### src/rtl/pc_pkg.sv
// Shared types and default constants for the program-counter unit.
package pc_pkg;

  typedef enum logic [0:0] {
    StRun,
    StHalted
  } pc_state_e;

  localparam int unsigned PC_WIDTH_DEF  = 16;
  localparam int unsigned PC_STEP_DEF   = 2;
  localparam int unsigned RAS_DEPTH_DEF = 4;

endpackage

### src/rtl/pc_ras.sv
// Circular return-address stack. It keeps the newest RAS_DEPTH entries and
// overwrites the oldest entry when a push arrives while the stack is full.
module pc_ras
  import pc_pkg::*;
#(
  parameter int unsigned WIDTH     = PC_WIDTH_DEF,
  parameter int unsigned RAS_DEPTH = RAS_DEPTH_DEF
) (
  input  logic             clk,
  input  logic             rst_n,
  input  logic             push,
  input  logic             pop,
  input  logic [WIDTH-1:0] push_data,
  output logic [WIDTH-1:0] top,
  output logic             empty,
  output logic             full
);

  localparam int unsigned PtrW = $clog2(RAS_DEPTH);
  localparam int unsigned CntW = PtrW + 1;

  logic [PtrW-1:0]  ptr_q, ptr_d, ptr_m1;
  logic [CntW-1:0]  cnt_q, cnt_d;
  logic             empty_q, full_q;
  logic [WIDTH-1:0] mem_q [RAS_DEPTH];

  // ptr_q is the next write slot; the top entry sits one slot below it.
  assign ptr_m1 = ptr_q - PtrW'(1);
  assign top    = mem_q[ptr_m1];
  assign empty  = empty_q;
  assign full   = full_q;

  always_comb begin
    ptr_d = ptr_q;
    cnt_d = cnt_q;
    if (push) begin
      ptr_d = ptr_q + PtrW'(1);
      if (cnt_q != CntW'(RAS_DEPTH)) cnt_d = cnt_q + CntW'(1);
    end else if (pop && (cnt_q != '0)) begin
      ptr_d = ptr_m1;
      cnt_d = cnt_q - CntW'(1);
    end
  end

  always_ff @(posedge clk or negedge rst_n) begin
    if (!rst_n) begin
      ptr_q   <= '0;
      cnt_q   <= '0;
      empty_q <= 1'b1;
      full_q  <= 1'b0;
    end else begin
      ptr_q   <= ptr_d;
      cnt_q   <= cnt_d;
      empty_q <= (cnt_d == '0);
      full_q  <= (cnt_d == CntW'(RAS_DEPTH));
    end
  end

  always_ff @(posedge clk) begin
    if (push) mem_q[ptr_q] <= push_data;
  end

endmodule

### src/rtl/pc_unit.sv
// Fetch-stage program counter: handles stall, halt and redirect, and uses a
// return-address stack for call/return.
module pc_unit
  import pc_pkg::*;
#(
  parameter int unsigned       WIDTH     = PC_WIDTH_DEF,
  parameter logic [WIDTH-1:0]  RESET_VEC = '0,
  parameter int unsigned       STEP      = PC_STEP_DEF,
  parameter int unsigned       RAS_DEPTH = RAS_DEPTH_DEF
) (
  input  logic             clk,
  input  logic             rst_n,
  input  logic             stall,
  input  logic             halt,
  input  logic             redirect_valid,
  input  logic [WIDTH-1:0] redirect_pc,
  input  logic             call_valid,
  input  logic [WIDTH-1:0] call_target,
  input  logic             ret_valid,
  output logic [WIDTH-1:0] pc,
  output logic [WIDTH-1:0] pc_plus,
  output logic             halted,
  output logic             ras_empty,
  output logic             ras_full,
  output logic             ras_underflow
);

  pc_state_e        state_q, state_d;
  logic [WIDTH-1:0] pc_q, pc_d;
  logic [WIDTH-1:0] ras_top;
  logic             push, pop;
  logic             uflow_q, uflow_d;

  assign pc            = pc_q;
  assign pc_plus       = pc_q + WIDTH'(STEP);
  assign halted        = (state_q == StHalted);
  assign ras_underflow = uflow_q;

  always_comb begin
    state_d = state_q;
    pc_d    = pc_q;
    push    = 1'b0;
    pop     = 1'b0;
    uflow_d = 1'b0;
    unique case (state_q)
      StRun: begin
        if (redirect_valid) begin
          pc_d = redirect_pc;
        end else if (stall) begin
          pc_d = pc_q;
        end else if (halt) begin
          state_d = StHalted;
        end else if (ret_valid) begin
          // A return on an empty stack falls through sequentially.
          if (ras_empty) begin
            pc_d    = pc_plus;
            uflow_d = 1'b1;
          end else begin
            pc_d = ras_top;
            pop  = 1'b1;
          end
        end else if (call_valid) begin
          push = 1'b1;
          pc_d = call_target;
        end else begin
          pc_d = pc_plus;
        end
      end
      StHalted: begin
        if (redirect_valid) begin
          pc_d    = redirect_pc;
          state_d = StRun;
        end
      end
      default: state_d = StRun;
    endcase
  end

  always_ff @(posedge clk or negedge rst_n) begin
    if (!rst_n) begin
      state_q <= StRun;
      pc_q    <= RESET_VEC;
      uflow_q <= 1'b0;
    end else begin
      state_q <= state_d;
      pc_q    <= pc_d;
      uflow_q <= uflow_d;
    end
  end

  pc_ras #(
    .WIDTH     (WIDTH),
    .RAS_DEPTH (RAS_DEPTH)
  ) u_ras (
    .clk       (clk),
    .rst_n     (rst_n),
    .push      (push),
    .pop       (pop),
    .push_data (pc_plus),
    .top       (ras_top),
    .empty     (ras_empty),
    .full      (ras_full)
  );

endmodule
### config.mk
export PLATFORM = sky130hd
export DESIGN_NAME = pc_unit
export DESIGN_NICKNAME = d
export VERILOG_FILES = /design/src/rtl/pc_pkg.sv /design/src/rtl/pc_ras.sv /design/src/rtl/pc_unit.sv
export SDC_FILE = /design/constraint.sdc
export NUM_CORES = 1
export LEC_CHECK = 0
export CAP_MARGIN = 20
export CORE_MARGIN = 5
export CORE_UTILIZATION = 53
export CTS_BUF_LIST = sky130_fd_sc_hd__clkbuf_4 sky130_fd_sc_hd__clkbuf_8 sky130_fd_sc_hd__clkbuf_16
export CTS_CLUSTER_SIZE = 25
export DETAILED_ROUTE_END_ITERATION = 7
export GPL_ROUTABILITY_DRIVEN = 0
export MAX_ROUTING_LAYER = met4
export PLACE_DENSITY = 0.8
export RECOVER_POWER = 25
export SLEW_MARGIN = 40
export SYNTH_ARGS = -nofsm -noshare
export SYNTH_HDL_FRONTEND = slang
export SYNTH_SLANG_ARGS = --single-unit
export TNS_END_PERCENT = 100
### constraint.sdc
create_clock -name clk -period 3.3 [get_ports clk]
set_input_delay 0.33 -clock clk [delete_from_list [all_inputs] [get_ports clk]]
set_output_delay 0.33 -clock clk [all_outputs]
set_load 0.005 [all_outputs]
Yosys cells after proc, flatten, opt, wreduce, memory -nomap -nowiden

Memories as Yosys holds them, arrays and structs flattened.
Cells that the tools add are included.

Flip-flop bits (word level): 25
Bits in writable memories: 64
Bits of input ports: 39
Logic and storage cells: 62
Memories kept: 1

$add $sub $neg: 5
Equality and inequality tests: 5
Muxes and demuxes: 38
Bitwise logic cells: 1
Reduce and logical (&&, ||, !) cells: 5

Memory list:

| name        | depth | width | rd ports | clocked after memory_dff | wr ports | RTL line     | RTL |
|---|---|---|---|---|---|---|---|
| u_ras.mem_q | 4     | 16    | 1        | 0                        | 1        | pc_ras.sv:25 | `logic [WIDTH-1:0] mem_q [RAS_DEPTH];` |

Operators with widths:

| kind                                             | number |
|---|---|
| 2-to-1 mux 16 bit                                | 7 |
| one-hot mux 16 bit (2 select lines)              | 1 |
| 2-to-1 mux 1 bit                                 | 24 |
| adder 16 x 2 -> 16 bit, second input constant    | 1 |
| 2-to-1 mux 3 bit                                 | 3 |
| inequality test 3 bit, second input constant     | 3 |
| 2-to-1 mux 2 bit                                 | 2 |
| adder 3 x 1 -> 3 bit, second input constant      | 1 |
| == test 3 bit, second input constant             | 1 |
| logical NOT 3 bit                                | 1 |
| AND reduction 3 bit                              | 1 |
| nonzero test 3 bit                               | 1 |
| subtractor 3 x 1 -> 3 bit, second input constant | 1 |
| adder 2 x 1 -> 2 bit, second input constant      | 1 |
| inequality test 2 bit, second input constant     | 1 |
| one-hot mux 1 bit (2 select lines)               | 1 |
| nonzero test 2 bit                               | 1 |
| subtractor 2 x 1 -> 2 bit, second input constant | 1 |
| logical AND 1 bit                                | 1 |
| NOT 1 bit                                        | 1 |

Logic depth before layout (Yosys ltp)

Gate-level depths: netlist of the first run.

Depth after elaboration: 10
Mapped depth: 10
Mapped depth without buffers: 7

Modules after synthesis

From an unflattened synthesis of the first run, not the netlist that was laid out.

Cell total of the unflattened synthesis: 303
Area total of the unflattened synthesis: 4261.6 um^2

Modules (own cells, without submodules):

| module  | instances | cells an instance | area each (um^2) | sequential area each (um^2) |
|---|---|---|---|---|
| pc_ras  | 1         | 130               | 2780.2           | 2098.3 |
| pc_unit | 1         | 173               | 1481.4           | 450.4 |

Worst setup path before layout of the first run

OpenSTA, ideal clock, no wires.

Kind: flip-flop to flip-flop
From: reg u_ras.ptr_q[0]
To: reg pc_q[14], in the netlist pc[14]
Data arrival time: 2.316 ns
Data required time: 3.164 ns
Slack: 0.848 ns
Cell stages (with the launch flop): 11
Path buffers: 4
Clock period less this slack: 2.452 ns
Path through: dfrtp_1 > buf_2 > inv_1 > ha_1 > buf_2 > buf_2 > buf_2 > mux2i_1 > o22ai_1 > a221oi_1 > o21ai_0

Cells in the longest elaborated chain, start to end: 8

Ends and longest elaborated chain:

| element                             | RTL line      | RTL |
|---|---|---|
| from (decl)                         | pc_ras.sv:22  | `logic [PtrW-1:0] ptr_q, ptr_d, ptr_m1;` |
| from (signal assigned)              | pc_ras.sv:52  | `ptr_q <= ptr_d;` |
| subtractor 2 x 1 -> 2 bit           | pc_ras.sv:28  | `assign ptr_m1 = ptr_q - PtrW'(1);` |
| memory (4 x 16 bit)                 | -             |  |
| 2-to-1 mux 16 bit                   | pc_unit.sv:55 | `if (ras_empty) begin` |
| 2-to-1 mux 16 bit                   | pc_unit.sv:53 | `end else if (ret_valid) begin` |
| 2-to-1 mux 16 bit                   | pc_unit.sv:51 | `end else if (halt) begin` |
| 2-to-1 mux 16 bit                   | pc_unit.sv:49 | `end else if (stall) begin` |
| 2-to-1 mux 16 bit                   | pc_unit.sv:47 | `if (redirect_valid) begin` |
| one-hot mux 16 bit (2 select lines) | pc_unit.sv:45 | `unique case (state_q)` |
| to (signal assigned)                | pc_unit.sv:86 | `pc_q <= pc_d;` |
| to (decl)                           | pc_unit.sv:29 | `logic [WIDTH-1:0] pc_q, pc_d;` |

No other way between the ends. The select of a mux whose other input is x is not followed.
A chain may end at the register's enable or synchronous reset.

Worst setup path in the final report of the first run

From: reg pc_q[1], in the netlist pc[1]
To: out pc_plus[13]

Cells in the longest elaborated chain, start to end: 1

Ends and longest elaborated chain:

| element                | RTL line      | RTL |
|---|---|---|
| adder 16 x 2 -> 16 bit | pc_unit.sv:35 | `assign pc_plus = pc_q + WIDTH'(STEP);` |
| to (decl)              | pc_unit.sv:21 | `output logic [WIDTH-1:0] pc_plus,` |

No other way between the ends.

==> results of run 1 <==
-- report_power, final --
part	total (uW)	internal, uW	switching [uW]
clock	735	361	374
combinational	1090	540	555
sequential	1390	1310	87.5
-- registers in the layout (all words and copies together) (netlist names) --
| register | flops |
|---|---|
| pc | 16 |
| u_ras.mem_q | 64 |
| ras_underflow | 1 |
| u_ras.ptr_q | 2 |
| u_ras.cnt_q | 3 |
| halted | 1 |
| u_ras.empty | 1 |
| u_ras.full | 1 |
-- metrics by stage --
| stage | setup WS (ns) | total power (uW) | hold WS, ns |
|---|---|---|---|
| floorplan | 0.848 | 2080 | 0.0344 |
| global placement | 0.783 | 2490 | 0.571 |
| detailed placement | 0.662 | 2510 | 0.575 |
| CTS | 0.254 | 3240 | 0.351 |
| global route | 0.148 | 3380 | 0.550 |
| finish | 0.254 | 3220 | 0.539 |
-- cells in the mapped netlist, types with 3 or more instances --
library cell and number:
and3_1 8, nor2_1 15, mux4_2 9, ha_1 8, nand2b_1 4, nand3_1 9
o21ai_0 22, mux2i_1 16, buf_2 6, o22ai_1 3, inv_1 12, nand2_1 18
xor2_1 6, nand4_1 3, xnor2_1 9, a221o_1 4, dfrtp_1 24, clkbuf_1 10
nor4_1 3, a221oi_1 5, nor3_1 9, a21oi_1 26, edfxtp_1 64
-- logic make-up (layout without fill, tap and decap cells) --
| family | count (synthesis) | after routing | synth area share [%] |
|---|---|---|---|
| AOI/OAI and AO/OA | 77 | 77 | 11.9 |
| adders and majority gates | 8 | 8 | 2.39 |
| DFF | 89 | 89 | 60.8 |
| and+or+nand+nor | 81 | 81 | 10.0 |
| buffers and inverters | 30 | 117 | 3.13 |
| muxes | 25 | 25 | 8.65 |
| xor gates and xnor gates | 15 | 15 | 3.13 |
-- layout by cell type, fill, tap and decap left out, types with 3 or more instances in the layout --
master / n
clkbuf_8: 9
xnor2_1: 9
and3_1: 8
o21ai_0: 22
buf_4: 15
nand2b_1: 4
mux2i_1: 16
a221oi_1: 5
nor3_1: 9
dlygate4sd3_1: 5
nand4_1: 3
mux4_2: 9
dfrtp_1: 24
edfxtp_1: 64
nand3_1: 9
nor4_1: 3
o22ai_1: 3
xor2_1: 6
a21oi_1: 26
nor2_1: 15
nand2_1: 18
ha_1: 8
clkdlybuf4s50_1: 69
a221o_1: 4
inv_1: 12
-- layout make-up --
type | instances | area, sq um | area share, %
clock inverter | 4 | 47.5 | 0.901
multi-input combinational | 206 | 1510 | 28.7
inverter | 12 | 45.0 | 0.853
tap | 102 | 128 | 2.42
clock buffer | 11 | 139 | 2.63
timing repair buffer | 90 | 857 | 16.2
sequential | 89 | 2550 | 48.3
-- worst max-delay path by stage --
stage / from / end
2_1_floorplan: u_ras.ptr_q[0] / pc[14]
3_3_place_gp: pc[1] / pc_plus[13]
3_5_place_dp: pc[1] / pc_plus[13]
4_1_cts: pc[1] / pc_plus[13]
5_1_grt: pc[1] / pc_plus[13]
6_report: pc[1] / pc_plus[13]
-- worst register-to-register path, cell delays in order (launching register included) --
cell and delay (ns):
dfrtp_1 0.42, inv_1 0.10, ha_1 0.43, buf_4 0.27, mux2i_1 0.22, nor2_1 0.05
a2111oi_0 0.46, a21oi_1 0.11, nand2b_1 0.16
-- per-layer routing --
| metal | wire length (um) | GRT usage (%) | vias to the layer above | part of all wire, % |
|---|---|---|---|---|
| li1 | - | - | 1407 | - |
| met2 | 5190 | 35.7 | 165 | 48 |
| met4 | 195 | 7.14 | 0 | 1.8 |
| met1 | 4410 | 32.1 | 1497 | 41 |
| met3 | 988 | 5.17 | 16 | 9.2 |
| met5 | 0 | - | - | 0 |
==> out/qor.yml, run 1 <==
grt_setup_unrepaired: "no"
ys_types: 47
dp_cells: 499
end_kind: "output port"
layout-drive-gt1-share_pct: 11.9
worst_path_largest_cell_delay_ns: 0.58
rr_worst_depth: 8
grt_pass1_vias: 3108
finalHoldViolCount: 0
ys_ff_latch: 89
fin_worst_skew_ns: 0.00665
startpoint_type: "register"
drtIter0Drc: 242
fill_cells: 555
fin_cells: 514
r2r-start: "u_ras.ptr_q[1]"
path_buf_inv: 1
viasPerCell: 6.00
drcViolationCount: 0
dpl.hpwl_mm: 7.50
dieArea_sq_mm: 0.00979
crit_fanout: 8
wl_per_cell_um: 21.0
max_freq_mhz: 328
cts_buffer_depth: 2
yosysWarnings: 0
clk_pin_slew_ns: 0.08
yosysTopAreaCellShare_pct: 45.8
arrival_ns: 2.72
grt_pass1_wl_mm: 17.0
hold_path.class: "input pin to register"
power_density_mw_per_mm2: 611
worst_pin_slew_ns: 1.48
gr-usage-all-layers_pct: 23.6
area_delta_synth_final_pct: 25.9
grt_max_degree: 26
worstPathCellList: "ha_1, nand2_1, or4_4, xnor2_1, clkdlybuf4s50_1"
fin_util_pct: 68.3
start_util_pct: 54.3
syn_nets: 372
clk_latency_ns: 0.35
synthCells: 325
cts_resized: 0
netlist_top_cells_area: "edfxtp_1, dfrtp_1, mux4_2"
final_area_sq_mm: 0.00528
place_area_sq_mm: 0.00509
cts_setup_buffers: 0
p_leak_uw: 0.00195
drv_slew: 0
crit_slowest_cell: "clkdlybuf4s50_1"
clock-root-buffer: "clkbuf_8"
ir_drop_uv: 393
core-area_sq_mm: 0.00773
antenna_found_initial: 0
crit_cells: 5
cap_viol_max_count: 0
yosysSeqAreaShare_pct: 60.8
path_class: "register to output port"
min_from: "redirect_pc[6]"
netlist_area_sq_mm: 0.00419
vias: 3085
synth_top_area_cell: "edfxtp_1"
period_needed_ns: 3.05
die_h_um: 98.9
r2r_slack_ns: 0.96
fp.dieW_um: 98.9
required_ns: 2.97
overflow: 0
hold_end: "pc[6]"
first_pass_iters: 4
r2r_end: "pc[12]"
clock_sinks: 89
slew_headroom_pct: 1.28
drtAntennaViolNets: 0
htreeDepth: 3
hold_depth: 3
drt_wl_total_mm: 10.8
finalCritPeriodShare_pct: 92.3
rows: 32
fin_tns_setup_ns: 0
hold_buffers: 0
post_synth.cell_area_avg_sq_um: 12.9
synth_ff_type: "edfxtp_1"
cts_buffers: 9
io_pins: 75
finalSetupViolCount: 0
outcome: "finished, final reports clean"
cts_tree: "done"
cp_top_family: "simple AND/OR/NAND/NOR gates"
fin_nets: 455
antenna_cells: 0
synthArstFlopShare_pct: 28.1
synth-edff-count: 64
port_buffers: 74
No activity file was read; power rests on OpenSTA's default activity.
==> run 2, diff against run 1 <==
CAP_MARGIN = unset   (was 20)
GPL_TIMING_DRIVEN = 1   (was unset)
==> results of run 2 <==
Final layout, timing and power as in run 1 (identical DEF).
